**config.mk**
```make
export PLATFORM = sky130hd
export DESIGN_NAME = pipe_stage_hs
export DESIGN_NICKNAME = d
export VERILOG_FILES = /design/src/rtl/pipe_stage_hs.sv
export SDC_FILE = /design/constraint.sdc
export NUM_CORES = 1
export LEC_CHECK = 0
export BUFFER_PORTS_ARGS = -buffer_cell sky130_fd_sc_hd__buf_2
export CORE_MARGIN = 4
export CORE_UTILIZATION = 50
export CTS_CLUSTER_SIZE = 20
export DETAILED_ROUTE_END_ITERATION = 10
export PLACE_DENSITY = 0.76
export REMOVE_ABC_BUFFERS = 1
export SLEW_MARGIN = 40
export SYNTH_ARGS = -nofsm -noshare
export SYNTH_HDL_FRONTEND = slang
export SYNTH_SLANG_ARGS = --single-unit
```
**constraint.sdc**
```tcl
create_clock -name clk -period 1.9 [get_ports clk]
set_input_delay 0.285 -clock clk [delete_from_list [all_inputs] [get_ports clk]]
set_output_delay 0.285 -clock clk [all_outputs]
set_load 0.01 [all_outputs]
```
**src/rtl/pipe_stage_hs.sv**
```systemverilog
// Pipeline-stage register carrying a data/control bundle with a valid/ready handshake,
// synchronous bubble-injecting flush, optional 2-entry skid buffer and a saturating stall counter.
module pipe_stage_hs #(
  parameter int unsigned DATA_W  = 64,
  parameter int unsigned CTRL_W  = 12,
  parameter bit          SKID_EN = 1'b1,
  parameter int unsigned CNT_W   = 16
) (
  input  logic              clk,
  input  logic              rst_n,
  input  logic              flush,
  input  logic              in_valid,
  output logic              in_ready,
  input  logic [DATA_W-1:0] in_data,
  input  logic [CTRL_W-1:0] in_ctrl,
  output logic              out_valid,
  input  logic              out_ready,
  output logic [DATA_W-1:0] out_data,
  output logic [CTRL_W-1:0] out_ctrl,
  output logic [CNT_W-1:0]  stall_cnt,
  input  logic              stall_clr
);

  logic              main_valid, main_valid_n;
  logic [DATA_W-1:0] main_data,  main_data_n;
  logic [CTRL_W-1:0] main_ctrl,  main_ctrl_n;
  logic              skid_valid, skid_valid_n;
  logic [DATA_W-1:0] skid_data,  skid_data_n;
  logic [CTRL_W-1:0] skid_ctrl,  skid_ctrl_n;
  logic              ready_q;
  logic              in_fire, out_fire;

  assign out_valid = main_valid;
  assign out_data  = main_data;
  assign out_ctrl  = main_ctrl;

  assign out_fire = main_valid & out_ready;
  // With the skid buffer, in_ready comes straight from a flop so out_ready never reaches it.
  assign in_ready = SKID_EN ? ready_q : (!main_valid | out_ready);
  assign in_fire  = in_valid & in_ready;

  always_comb begin
    // NOTE: every output of this block gets a default first; a missed branch would otherwise infer a latch.
    main_valid_n = main_valid;
    main_data_n  = main_data;
    main_ctrl_n  = main_ctrl;
    skid_valid_n = skid_valid;
    skid_data_n  = skid_data;
    skid_ctrl_n  = skid_ctrl;

    if (flush) begin
      main_valid_n = 1'b0;
      main_ctrl_n  = '0;
      skid_valid_n = 1'b0;
      skid_ctrl_n  = '0;
    end else if (SKID_EN && skid_valid) begin
      // FULL: the skid entry is older than anything upstream, so it moves up first.
      if (out_fire) begin
        main_valid_n = 1'b1;
        main_data_n  = skid_data;
        main_ctrl_n  = skid_ctrl;
        skid_valid_n = 1'b0;
        skid_ctrl_n  = '0;
      end
    end else if (SKID_EN && in_fire && main_valid && !out_fire) begin
      skid_valid_n = 1'b1;
      skid_data_n  = in_data;
      skid_ctrl_n  = in_ctrl;
    end else if (in_fire) begin
      main_valid_n = 1'b1;
      main_data_n  = in_data;
      main_ctrl_n  = in_ctrl;
    end else if (out_fire) begin
      // Bubble: control goes to zero so it carries no side effects; data is left as is.
      main_valid_n = 1'b0;
      main_ctrl_n  = '0;
    end
  end

  // NOTE: the skid entry is a plain register pair, so it is reset along with everything else.
  always_ff @(posedge clk or negedge rst_n) begin
    if (!rst_n) begin
      main_valid <= 1'b0;
      main_data  <= '0;
      main_ctrl  <= '0;
      skid_valid <= 1'b0;
      skid_data  <= '0;
      skid_ctrl  <= '0;
      ready_q    <= 1'b1;
    end else begin
      // NOTE: non-blocking assignments keep every register update on the same edge order-independent.
      main_valid <= main_valid_n;
      main_data  <= main_data_n;
      main_ctrl  <= main_ctrl_n;
      skid_valid <= skid_valid_n;
      skid_data  <= skid_data_n;
      skid_ctrl  <= skid_ctrl_n;
      ready_q    <= !skid_valid_n;
    end
  end

  always_ff @(posedge clk or negedge rst_n) begin
    if (!rst_n) begin
      stall_cnt <= '0;
    end else if (stall_clr) begin
      stall_cnt <= '0;
    end else if (main_valid && !out_ready && (stall_cnt != {CNT_W{1'b1}})) begin
      stall_cnt <= stall_cnt + CNT_W'(1);
    end
  end

endmodule

```
* Word level (Yosys, flattened, before mapping) *
Cells that the tools add are included.

word-level totals
  input port bits = 82
  memory bits (writable) = 0
  bits in latches = 0
  memories kept = 0
  bits in read-only memories = 0
  logic and storage cells = 58
  flip-flop bits (word level) = 171

cells by class
  shifts and indexed selects = 0
  div/mod/pow operators = 0
  bitwise logic cells = 4
  $mul = 0
  muxes and demuxes = 25
  order comparisons = 0
  add/sub/neg operators = 1
  equal/unequal tests = 5
  reduce and logical (&&, ||, !) cells = 15

operators with widths
  operator                                                                  count
  64-bit two-way mux                                                        4
  12-bit two-way mux                                                        9
  16-bit two-way mux                                                        2
  16-bit by 1-bit adder with 16-bit output (second input constant)          1
  16-bit inequality test (second input constant)                            1
  1-bit two-way mux                                                         10
  3-bit AND reduction                                                       2
  3-bit nonzero test                                                        2
  1-bit logical AND                                                         4
  4-bit AND reduction                                                       1
  2-bit nonzero test                                                        2
  1-bit logical NOT                                                         3
  3-bit by 2-bit inequality test with 1-bit output (second input constant)  1
  3-bit inequality test (second input constant)                             1
  1-bit bitwise AND                                                         2
  2-bit by 1-bit inequality test with 1-bit output (second input constant)  1
  2-bit inequality test (second input constant)                             1
  1-bit inverter                                                            2
  2-bit AND reduction                                                       1

* Longest topological paths before layout *
Gate-level depths: netlist of the first run.

  depth after elaboration = 7
  depth in mapped cells = 7

* Least setup slack after synthesis of the first run *
OpenSTA, ideal clock, no wires.

  kind = reg-to-reg
  start = register skid_valid
  end = register skid_data[28]
  path slack = 0.120 ns
  data arrival time = 1.652 ns
  clock period less this slack = 1.780 ns
  buffers on the path = 3
  setup time = 0.127 ns
  cell stages (with the launch flop) = 7
  cell sequence = dfrtp_1 -> buf_2 -> nand3b_4 -> or3_1 -> buf_2 -> buf_6 -> mux2_1

on the way
  longest elaborated chain between the ends = 2

ends and longest elaborated chain
  element                        line  text
  from (decl)                    27    logic skid_valid, skid_valid_n;
  from (signal assigned)         95    skid_valid <= skid_valid_n;
  1-bit inverter (no line)       -
  3-bit AND reduction (no line)  -
  to (signal assigned)           96    skid_data <= skid_data_n;
  to (decl)                      28    logic [DATA_W-1:0] skid_data, skid_data_n;

Every way passes these cells.
A chain may end at the register's enable or synchronous reset.

* Worst setup path after layout of the first run *
  start = register stall_cnt[3]
  end = register stall_cnt[13]

on the way
  longest elaborated chain between the ends = 3
  elaborated cells on any way between the ends = 6

ends and longest elaborated chain
  element                                                                             line      text
  from (decl)                                                                         20        output logic [CNT_W-1:0] stall_cnt,
  from (signal assigned)                                                              108       stall_cnt <= stall_cnt + CNT_W'(1);
  16-bit by 1-bit adder with 16-bit output or 16-bit inequality test (tied branches)  108, 107
  16-bit two-way mux or 1-bit logical AND (tied branches)                             107       end else if (main_valid && !out_ready && (stall_cnt != {CNT_W{1'b1}})) begin
  16-bit two-way mux or 2-bit nonzero test (tied branches)                            -

Parallel ways exist; a longest one is shown, timed or not. The select of a mux whose other input is x is not followed.

==> flow_summary_export.csv, run 1 <==
group,metric,value,unit
status,outcome,"complete, no violations",
sta,hold_viol_final,0,
yosys,synth_area_leaders,"dfrtp_1 57%, mux2i_1 8.8%, mux2_2 8.4%, a21oi_1 5.0%, nor2_1 3.8%",
yosys,yosysWarnings,0,
yosys,synth_top_family_by_area,"multiplexers",
finish,layout_common_cells,"174 x buf_2, 169 x dfrtp_1, 75 x nor2_1",
job,maxCapViolations,0,
global_route,grt_pass1_vias,5763,
global_route,antenna_found_initial,1,
clock_network,cts_tree,"done",
sta,timing.setup.tns,0,ns
yosys,yosysUniqueCellTypes,47,
clock_network,cts_buffers,17,
floorplanning,core_area,14640,um2
placed_design,numPortBuffers,175,
worst_setup_path,crit_arrival,2.13,ns
sta,setup-violations-final,0,
pwr,p_clk_share,32.1,%
floorplanning,core.rowCount,44,
sta,fin_worst_hold_slack,0.08244,ns
yosys,synthSimpleGateAreaFrac,10.59,%
finish,final_common_cell,"buf_2",
hold_path,hp-class,"in -> reg",
floorplanning,die_area,17040,um2
pwr,seq_power_share,48.5,%
yosys,synth-xor-area-share,0,%
floorplanning,start_util,51.26,%
worst_setup_path,reg2reg_depth,4,
yosys,netlist.area_leader.share,56.68,%
placed_design,routabilityCongestion,0.8587,
sta,tightest_slew,0.7237,ns
detailed_routing,firstDrtPassIters,4,
global_route,grt_usage,20.58,%
floorplanning,io_pins,176,
placed_design,dpl.hpwl,11.96,mm
worst_setup_path,r2r_slack,0.11,ns
hold_path,holdPathStages,2,
pwr,power.internal,7.222,mW
worst_setup_path,r2r_start,"stall_cnt[3]",
worst_setup_path,critPathCaptureType,"register",
yosys,synth_cells,641,
worst_setup_path,critical_path_required,2.24,ns
worst_setup_path,r2r_end,"stall_cnt[13]",
yosys,syn_area_per_cell,11.71,um2
finish,nets,908,
finish,multi_input_area,2988,um2
floorplanning,die_x,130.5,um
hold_path,hold_path_end,"skid_data[33]",
sta,skew,0.01410,ns
pwr,power_density,1084,nW/um2
sta,rsz0062_at_grt,"no",
finish,num-fill-cells,1159,
hold_path,worstHoldStart,"in_data[33]",
clock_network,clock_sinks,171,
finish,seq_area,4284,um2
sta,period_share,94.07,%
yosys,ys_seq_area_share,57.03,%
finish,final_cell_count_no_fill,1022,
pwr,combPwrFrac,19.4,%
yosys,yosys.area.top_type,"dfrtp_1",
sta,finalCriticalPeriod,1.787,ns
detailed_routing,viasPerCell,5.562,
clock_network,clk-insertion-delay-late,0.43,ns
detailed_routing,wire_per_inst,16.87,um
clock_network,clk_path_buf_depth,2,
floorplanning,die_h,130.5,um
yosys,synth_edf_count,0,
detailed_routing,via_count,5684,
clock_network,path_clk_slew,0.07,ns
placed_design,placed_cells,985,
pwr,ir_worst_vdd,0.6406,mV
finish,drive_gt1_share,36.32,%
global_route,overflow,0,
yosys,synth_area,7506,um2
worst_setup_path,crit_start,"stall_cnt[3]",
clock_network,clock-root-buffer,"clkbuf_16",
worst_setup_path,worstPathMaxFanout,7,
yosys,synthAdderAreaFrac,0.1667,%
sta,slew_viol_final,0,
yosys,synth_mux_area_share,19.00,%
worst_setup_path,path_class,"reg -> reg",
pwr,power.switching,2.878,mW
sta,slew_headroom,51.76,%
detailed_routing,route.detailed.drc,0,
detailed_routing,ant_nets,0,
sta,max_freq,559.5,MHz
yosys,synthArstFlopShare,100.0,%
detailed_routing,drtIter0Drc,392,
yosys,ys_ff_latch,171,
global_route,grt_max_degree,53,
clock_network,cts_htree_levels,4,
yosys,ys.flop_type,"dfrtp_1",
global_route,grt_pass1_wl,27.85,mm
finish,area_growth,24.15,%
pwr,p_leak,4.217,nW
pwr,swShare,28.49,%
yosys,synth_compound_area_share,9.768,%
detailed_routing,totalWireLength,17.24,mm
worst_setup_path,start_kind,"register",
pwr,p_total,10.10,mW
[metal layers]
layer,wire length (um),part of all wire (%),GRT usage (%),up-vias
li1,-,-,-,2659
met1,7479,43,26.87,2808
met2,8146,47,32.21,184
met3,1313,7.6,6.992,31
met4,292,1.7,7.441,2
met5,10,0.058,0,-
[power by group through the flow]
stage,sequential [mW],combinational (mW),clock (mW)
6_report,4.90,1.96,3.24
5_1_grt,4.99,2.18,3.49
4_1_cts,4.90,1.97,3.32
3_5_place_dp,4.95,1.96,0
3_3_place_gp,4.89,1.86,0
2_1_floorplan,5.06,0.956,0
[flip-flops by register name, summed over array words and instances, names as in the netlist]
signal / flops
in_ready: 1
out_ctrl: 12
out_data: 64
out_valid: 1
skid_ctrl: 12
skid_data: 64
skid_valid: 1
stall_cnt: 16
[through the flow]
| step | setup slack, ns | cell area (um2) | utilization (%) |
|---|---|---|---|
| 2_1_floorplan | -8.228 | 7262 | - |
| 3_5_place_dp | 0.02801 | 8702 | 59.42 |
| 5_1_grt | 0.001743 | 9316 | 63.62 |
| 6_report | 0.1127 | 9319 | 63.64 |
| 3_3_place_gp | 0.08975 | 8702 | 59.42 |
| 4_1_cts | 0.01739 | 9261 | 63.24 |
[cells in the mapped netlist (2+ instances only)]
| cell | instances |
|---|---|
| and4_1 | 3 |
| o21ai_0 | 18 |
| dfrtp_1 | 170 |
| inv_1 | 4 |
| nand2b_1 | 3 |
| nand3b_1 | 11 |
| nand4_1 | 4 |
| buf_1 | 2 |
| buf_6 | 6 |
| a211oi_1 | 2 |
| mux2_1 | 12 |
| a22oi_1 | 12 |
| buf_4 | 2 |
| or3_1 | 5 |
| or4_1 | 2 |
| nand3_1 | 6 |
| mux2_2 | 56 |
| o31ai_1 | 14 |
| a311oi_1 | 2 |
| mux2i_1 | 66 |
| nor2_1 | 75 |
| nor2b_1 | 5 |
| nor4_1 | 2 |
| clkbuf_1 | 15 |
| a31oi_1 | 2 |
| buf_2 | 17 |
| nand2_1 | 31 |
| a21oi_1 | 75 |
[cells by family after synthesis]
group / Yosys count
muxes: 134
DFF: 171
AOI/OAI and AO/OA: 128
and+or+nand+nor: 160
buffers and inverters: 47
adders and majority gates: 1
[worst max-delay path by stage]
stage                          to  slack, ns  cells past startpoint
floorplan             out_data[0]      -8.23                      3
global placement     skid_data[3]       0.09                      4
detailed placement   skid_data[3]       0.03                      4
CTS                  skid_data[3]       0.02                      4
global route          out_data[6]      0.002                      7
finish              stall_cnt[13]       0.11                      4
[area by class of cell]
cell class / instances / area share (%)
sequential: 171 / 45.97
timing repair buffer: 208 / 13.41
tap: 184 / 2.470
clock buffer: 18 / 4.605
multi-input combinational: 423 / 32.06
inverter: 4 / 0.1611
antenna: 1 / 0.02685
clock inverter: 13 / 1.289
[what timing repair did]
item,CTS,global route
endpoints found under the hold margin,42,0
gates resized for setup,0,2
endpoints found under the setup margin,0,16
hold buffers,1,0
setup buffers,0,3
[worst max-delay path: stages, from the launching register on]
cell	delay [ns]
dfrtp_1	0.43
nand4_1	0.19
or3_4	0.40
or4_1	0.51
a21oi_1	0.16
Power figures use the tool's default switching activity.
==> run 2: changes to the inputs <==
- CORE_UTILIZATION: 50 -> 54
- MAX_ROUTING_LAYER: default -> met4
- PLACE_DENSITY: 0.76 -> 0.81
==> flow_summary_export.csv, run 2 (same netlist as run 1, synthesis figures left out) <==
group,metric,value,unit
status,outcome,"complete, no violations",
detailed_routing,viasPerCell,5.647,
placed_design,numPortBuffers,175,
finish,postLayoutCellArea,9360,um2
clock_network,clk_path_buf_depth,2,
worst_setup_path,worstPathMaxFanout,36,
worst_setup_path,path_class,"reg -> reg",
pwr,power_density,1125,nW/um2
pwr,p_leak,4.238,nW
global_route,overflow,0,
sta,rsz0062_at_grt,"yes",
worst_setup_path,path_buf_inv,1,
finish,drive_gt1_share,35.70,%
clock_network,cts_htree_levels,4,
worst_setup_path,r2r_start,"skid_valid",
floorplanning,die_x,125.9,um
hold_path,hold_path_end,"skid_data[31]",
placed_design,placed_cells,973,
sta,skew,0.006180,ns
clock_network,clock_sinks,171,
detailed_routing,firstDrtPassIters,5,
sta,hold_viol_final,0,
pwr,combPwrFrac,18.6,%
sta,slew_headroom,51.42,%
worst_setup_path,critPathCaptureType,"register",
sta,tightest_slew,0.7260,ns
pwr,seq_power_share,46.7,%
hold_path,worstHoldStart,"in_data[31]",
sta,finalWorstSetupSlack,0.06517,ns
placed_design,placed_area,8687,um2
placed_design,place_ws,0.07834,ns
clock_network,cts_tree,"done",
sta,timing.setup.tns,0,ns
worst_setup_path,crit_slowest_cell,"or3_2",
finish,num-fill-cells,978,
finish,final_cell_count_no_fill,1010,
floorplanning,die_area,15850,um2
sta,fin_worst_hold_slack,0.08428,ns
worst_setup_path,crit_arrival,2.14,ns
clock_network,clock-root-buffer,"clkbuf_16",
pwr,power.switching,2.848,mW
floorplanning,io_pins,176,
sta,setup-violations-final,0,
sta,finalCriticalPeriod,1.835,ns
finish,layout_common_cells,"174 x buf_2, 169 x dfrtp_1, 75 x a21oi_1, 75 x nor2_1, 66 x mux2i_1",
pwr,p_total,10.53,mW
sta,max_freq,545.0,MHz
finish,multi_input_area,2980,um2
global_route,grt_usage,23.38,%
finish,seq_area,4284,um2
global_route,top_usage_layer,"met2",
worst_setup_path,crit_start,"skid_valid",
detailed_routing,route.detailed.drc,0,
floorplanning,die_h,125.9,um
detailed_routing,wire_per_inst,17.43,um
hold_path,holdPathStages,2,
pwr,power.internal,7.680,mW
worst_setup_path,crit_chain,"nand3b_4 > or3_2 > buf_12 > mux2_1",
detailed_routing,via_count,5703,
sta,slew_viol_final,0,
worst_setup_path,reg2reg_depth,4,
clock_network,path_clk_slew,0.06,ns
detailed_routing,drtIter0Drc,444,
finish,area_growth,24.70,%
floorplanning,core.rowCount,42,
job,maxCapViolations,0,
placed_design,dpl.hpwl,12.16,mm
worst_setup_path,start_kind,"register",
sta,period_share,96.57,%
pwr,swShare,27.05,%
global_route,use_met2,38.15,%
floorplanning,start_util,56.01,%
global_route,grt_pass1_vias,5923,
clock_network,cts_buffers,17,
detailed_routing,totalWireLength,17.61,mm
pwr,ir_worst_vdd,0.7019,mV
clock_network,clk-insertion-delay-late,0.43,ns
finish,nets,902,
worst_setup_path,worst_path_dominant_cell_family,"simple AND/OR/NAND/NOR gates",
worst_setup_path,r2r_end,"skid_data[5]",
hold_path,hp-class,"in -> reg",
clock_network,ctsResizeCount,0,
global_route,grt_pass1_wl,28.84,mm
placed_design,routabilityCongestion,0.8071,
global_route,met3_usage,6.308,%
worst_setup_path,slowest_delay,0.53,ns
global_route,met1_usage,28.79,%
worst_setup_path,r2r_slack,0.07,ns
finish,final_common_cell,"buf_2",
global_route,grt_max_degree,68,
finish,utilization,69.85,%
floorplanning,core_area,13400,um2
pwr,p_clk_share,34.7,%
worst_setup_path,critical_path_required,2.20,ns
detailed_routing,ant_nets,0,
global_route,antenna_found_initial,2,
[run 2: layout make-up]
type,count,area share (%)
Sequential cell,171,45.77
Multi-Input combinational cell,423,31.84
Timing Repair Buffer,202,13.13
Clock buffer,21,4.919
Tap cell,176,2.353
Clock inverter,11,1.778
Inverter,4,0.1604
Antenna cell,2,0.05347
[run 2: how the worst max path moves through the flow]
stage               endpoint  slack (ns)  cells past startpoint
2_1_floorplan    out_data[0]       -8.23                      3
3_3_place_gp   skid_data[31]        0.10                      4
3_5_place_dp    skid_data[5]        0.08                      4
4_1_cts         out_data[32]        0.05                      6
5_1_grt         stall_cnt[6]      -0.008                      4
6_report        skid_data[5]        0.07                      4
[run 2: layer usage]
layer | wire (um) | vias to the layer above
li1 | - | 2646
met1 | 7189 | 2823
met2 | 8912 | 214
met3 | 1273 | 20
met4 | 231 | 0
met5 | 0 | -
[run 2: timing repair]
action,CTS,global route
endpoints found under the setup margin,0,9
hold endpoints to repair,46,0
hold buffers,1,0
setup buffers,0,1
[run 2: worst reg2reg max path, stage by stage, from the launching register on]
cell	delay (ns)
dfrtp_4	0.47
nand3b_4	0.15
or3_2	0.53
buf_12	0.22
mux2_1	0.35
[run 2: power groups by stage]
stage,logic [mW],clock network (mW),registers [mW]
2_1_floorplan,0.956,0,5.06
3_3_place_gp,1.85,0,4.89
3_5_place_dp,1.96,0,4.95
4_1_cts,1.97,3.72,4.91
5_1_grt,2.16,3.91,5.01
6_report,1.95,3.66,4.92
==> run 3: changes to the inputs <==
- CORE_UTILIZATION: 54 -> 45
- PLACE_DENSITY: 0.81 -> 0.7
==> flow_summary_export.csv, run 3 (same netlist as run 1, synthesis figures left out) <==
group,metric,value,unit
status,outcome,"complete, no violations",
pwr,p_total,10.34,mW
clock_network,clock_sinks,171,
floorplanning,die_h,137.2,um
finish,area_growth,25.22,%
global_route,overflow,0,
floorplanning,die_area,18810,um2
floorplanning,start_util,46.58,%
worst_setup_path,slowest_delay,0.53,ns
job,maxCapViolations,0,
sta,period_share,97.38,%
sta,timing.setup.tns,0,ns
finish,final_common_cell,"buf_2",
clock_network,cts_buffers,17,
detailed_routing,via_count,5615,
pwr,power_density,1100,nW/um2
worst_setup_path,critical_path_required,2.20,ns
detailed_routing,firstDrtPassIters,5,
global_route,grt_pass1_vias,5758,
global_route,antenna_found_initial,1,
placed_design,numPortBuffers,175,
clock_network,path_clk_slew,0.06,ns
pwr,p_leak,4.240,nW
sta,setup-violations-final,0,
placed_design,placed_area,8735,um2
detailed_routing,viasPerCell,5.332,
sta,skew,0.009890,ns
placed_design,routabilityCongestion,0.8328,
sta,max_freq,540.5,MHz
floorplanning,io_pins,176,
sta,tightest_slew,0.7074,ns
clock_network,cts_tree,"done",
global_route,grt_usage,19.79,%
sta,slew_viol_final,0,
clock_network,clk-insertion-delay-late,0.42,ns
floorplanning,core.rowCount,46,
worst_setup_path,crit_slowest_cell,"or3_2",
worst_setup_path,crit_arrival,2.15,ns
global_route,met3_usage,4.779,%
global_route,use_met2,30.11,%
global_route,met1_usage,27.21,%
pwr,ir_worst_vdd,0.6424,mV
floorplanning,die_x,137.2,um
detailed_routing,drtIter0Drc,232,
clock_network,clock-root-buffer,"clkbuf_16",
finish,layout_common_cells,"174 x buf_2, 169 x dfrtp_1, 75 x a21oi_1, 75 x nor2_1, 66 x mux2i_1",
finish,seq_area,4284,um2
worst_setup_path,critPathCaptureType,"register",
global_route,grt_pass1_wl,28.61,mm
finish,drive_gt1_share,36.00,%
finish,postLayoutCellArea,9399,um2
detailed_routing,wire_per_inst,16.66,um
global_route,top_usage_layer,"met2",
finish,nets,907,
global_route,grt_max_degree,77,
worst_setup_path,crit_chain,"nand3b_4 > or3_2 > buf_12 > mux2_1",
placed_design,dpl.hpwl,11.89,mm
worst_setup_path,path_class,"reg -> reg",
sta,rsz0062_at_grt,"no",
sta,hold_viol_final,0,
finish,num-fill-cells,1359,
detailed_routing,route.detailed.drc,0,
hold_path,hp-class,"in -> reg",
floorplanning,core_area,16120,um2
finish,utilization,58.32,%
sta,finalCriticalPeriod,1.850,ns
worst_setup_path,start_kind,"register",
detailed_routing,ant_nets,0,
clock_network,clk_path_buf_depth,2,
finish,multi_input_area,2980,um2
detailed_routing,totalWireLength,17.55,mm
sta,slew_headroom,52.66,%
worst_setup_path,worstPathMaxFanout,33,
clock_network,cts_htree_levels,4,
==> run 3: final timing paths <==
path	from	end	slack [ns]	cells after the start
max in group asynchronous	rst_n	skid_data[43]	0.91	3
min in group asynchronous	rst_n	stall_cnt[10]	0.29	2
max	skid_valid	skid_data[62]	0.05	4
min reg2reg	out_ctrl[7]	out_ctrl[7]	0.47	2
max reg2reg	skid_valid	skid_data[62]	0.05	4
min	in_data[29]	skid_data[29]	0.09	2
==> run 3: timing repair <==
action                     in CTS  in global routing
buffers inserted                1                  2
resized for setup               0                  1
pin swaps                       1                  1
setup endpoints to repair       3                 32
cloned                          1                  0
hold buffers                    1                  0
hold endpoints to repair       23                  0
==> run 3: final cells by class <==
type,count,area share (%)
flip-flops and latches,171,45.58
multi-input cells,423,31.71
repair buffers,207,13.34
clock buffers,20,4.752
well taps,216,2.875
clock inverters,11,1.558
inverters,4,0.1597
diodes,1,0.02662
==> run 3: routing by layer <==
metal	routed length (um)	share of wire [%]	vias up
met5	0	0	-
met4	112	0.64	0
met3	1027	5.9	11
met2	8282	47	180
met1	8122	46	2779
li1	-	-	2645
==> run 3: worst max-delay path: cells and delay by family (launching register included) <==
| kind | cells | cell delay (ns) |
|---|---|---|
| buffers and inverters | 1 | 0.20 |
| and+or+nand+nor | 2 | 0.68 |
| muxes | 1 | 0.35 |
| DFF | 1 | 0.47 |
==> run 3: where the power goes <==
group	leakage, nW	internal [mW]	switching (mW)
clock	0.274	2.09	1.40
combinational	1.89	0.973	0.981
sequential	2.08	4.45	0.445
total	4.24	7.51	2.82
==> run 3: stage by stage <==
| step | hold WS, ns | worst slack, ns | instances |
|---|---|---|---|
| final | 0.09020 | 0.04972 | 1053 |
| after global routing | 0.07678 | 0.006941 | 1053 |
| after CTS | 0.07178 | 0.05697 | 1050 |
| after detailed placement | 0.1656 | 0.01331 | 1016 |
| after global placement | 0.1624 | 0.1039 | 1016 |
| after floorplan | -0.01059 | -8.228 | 598 |
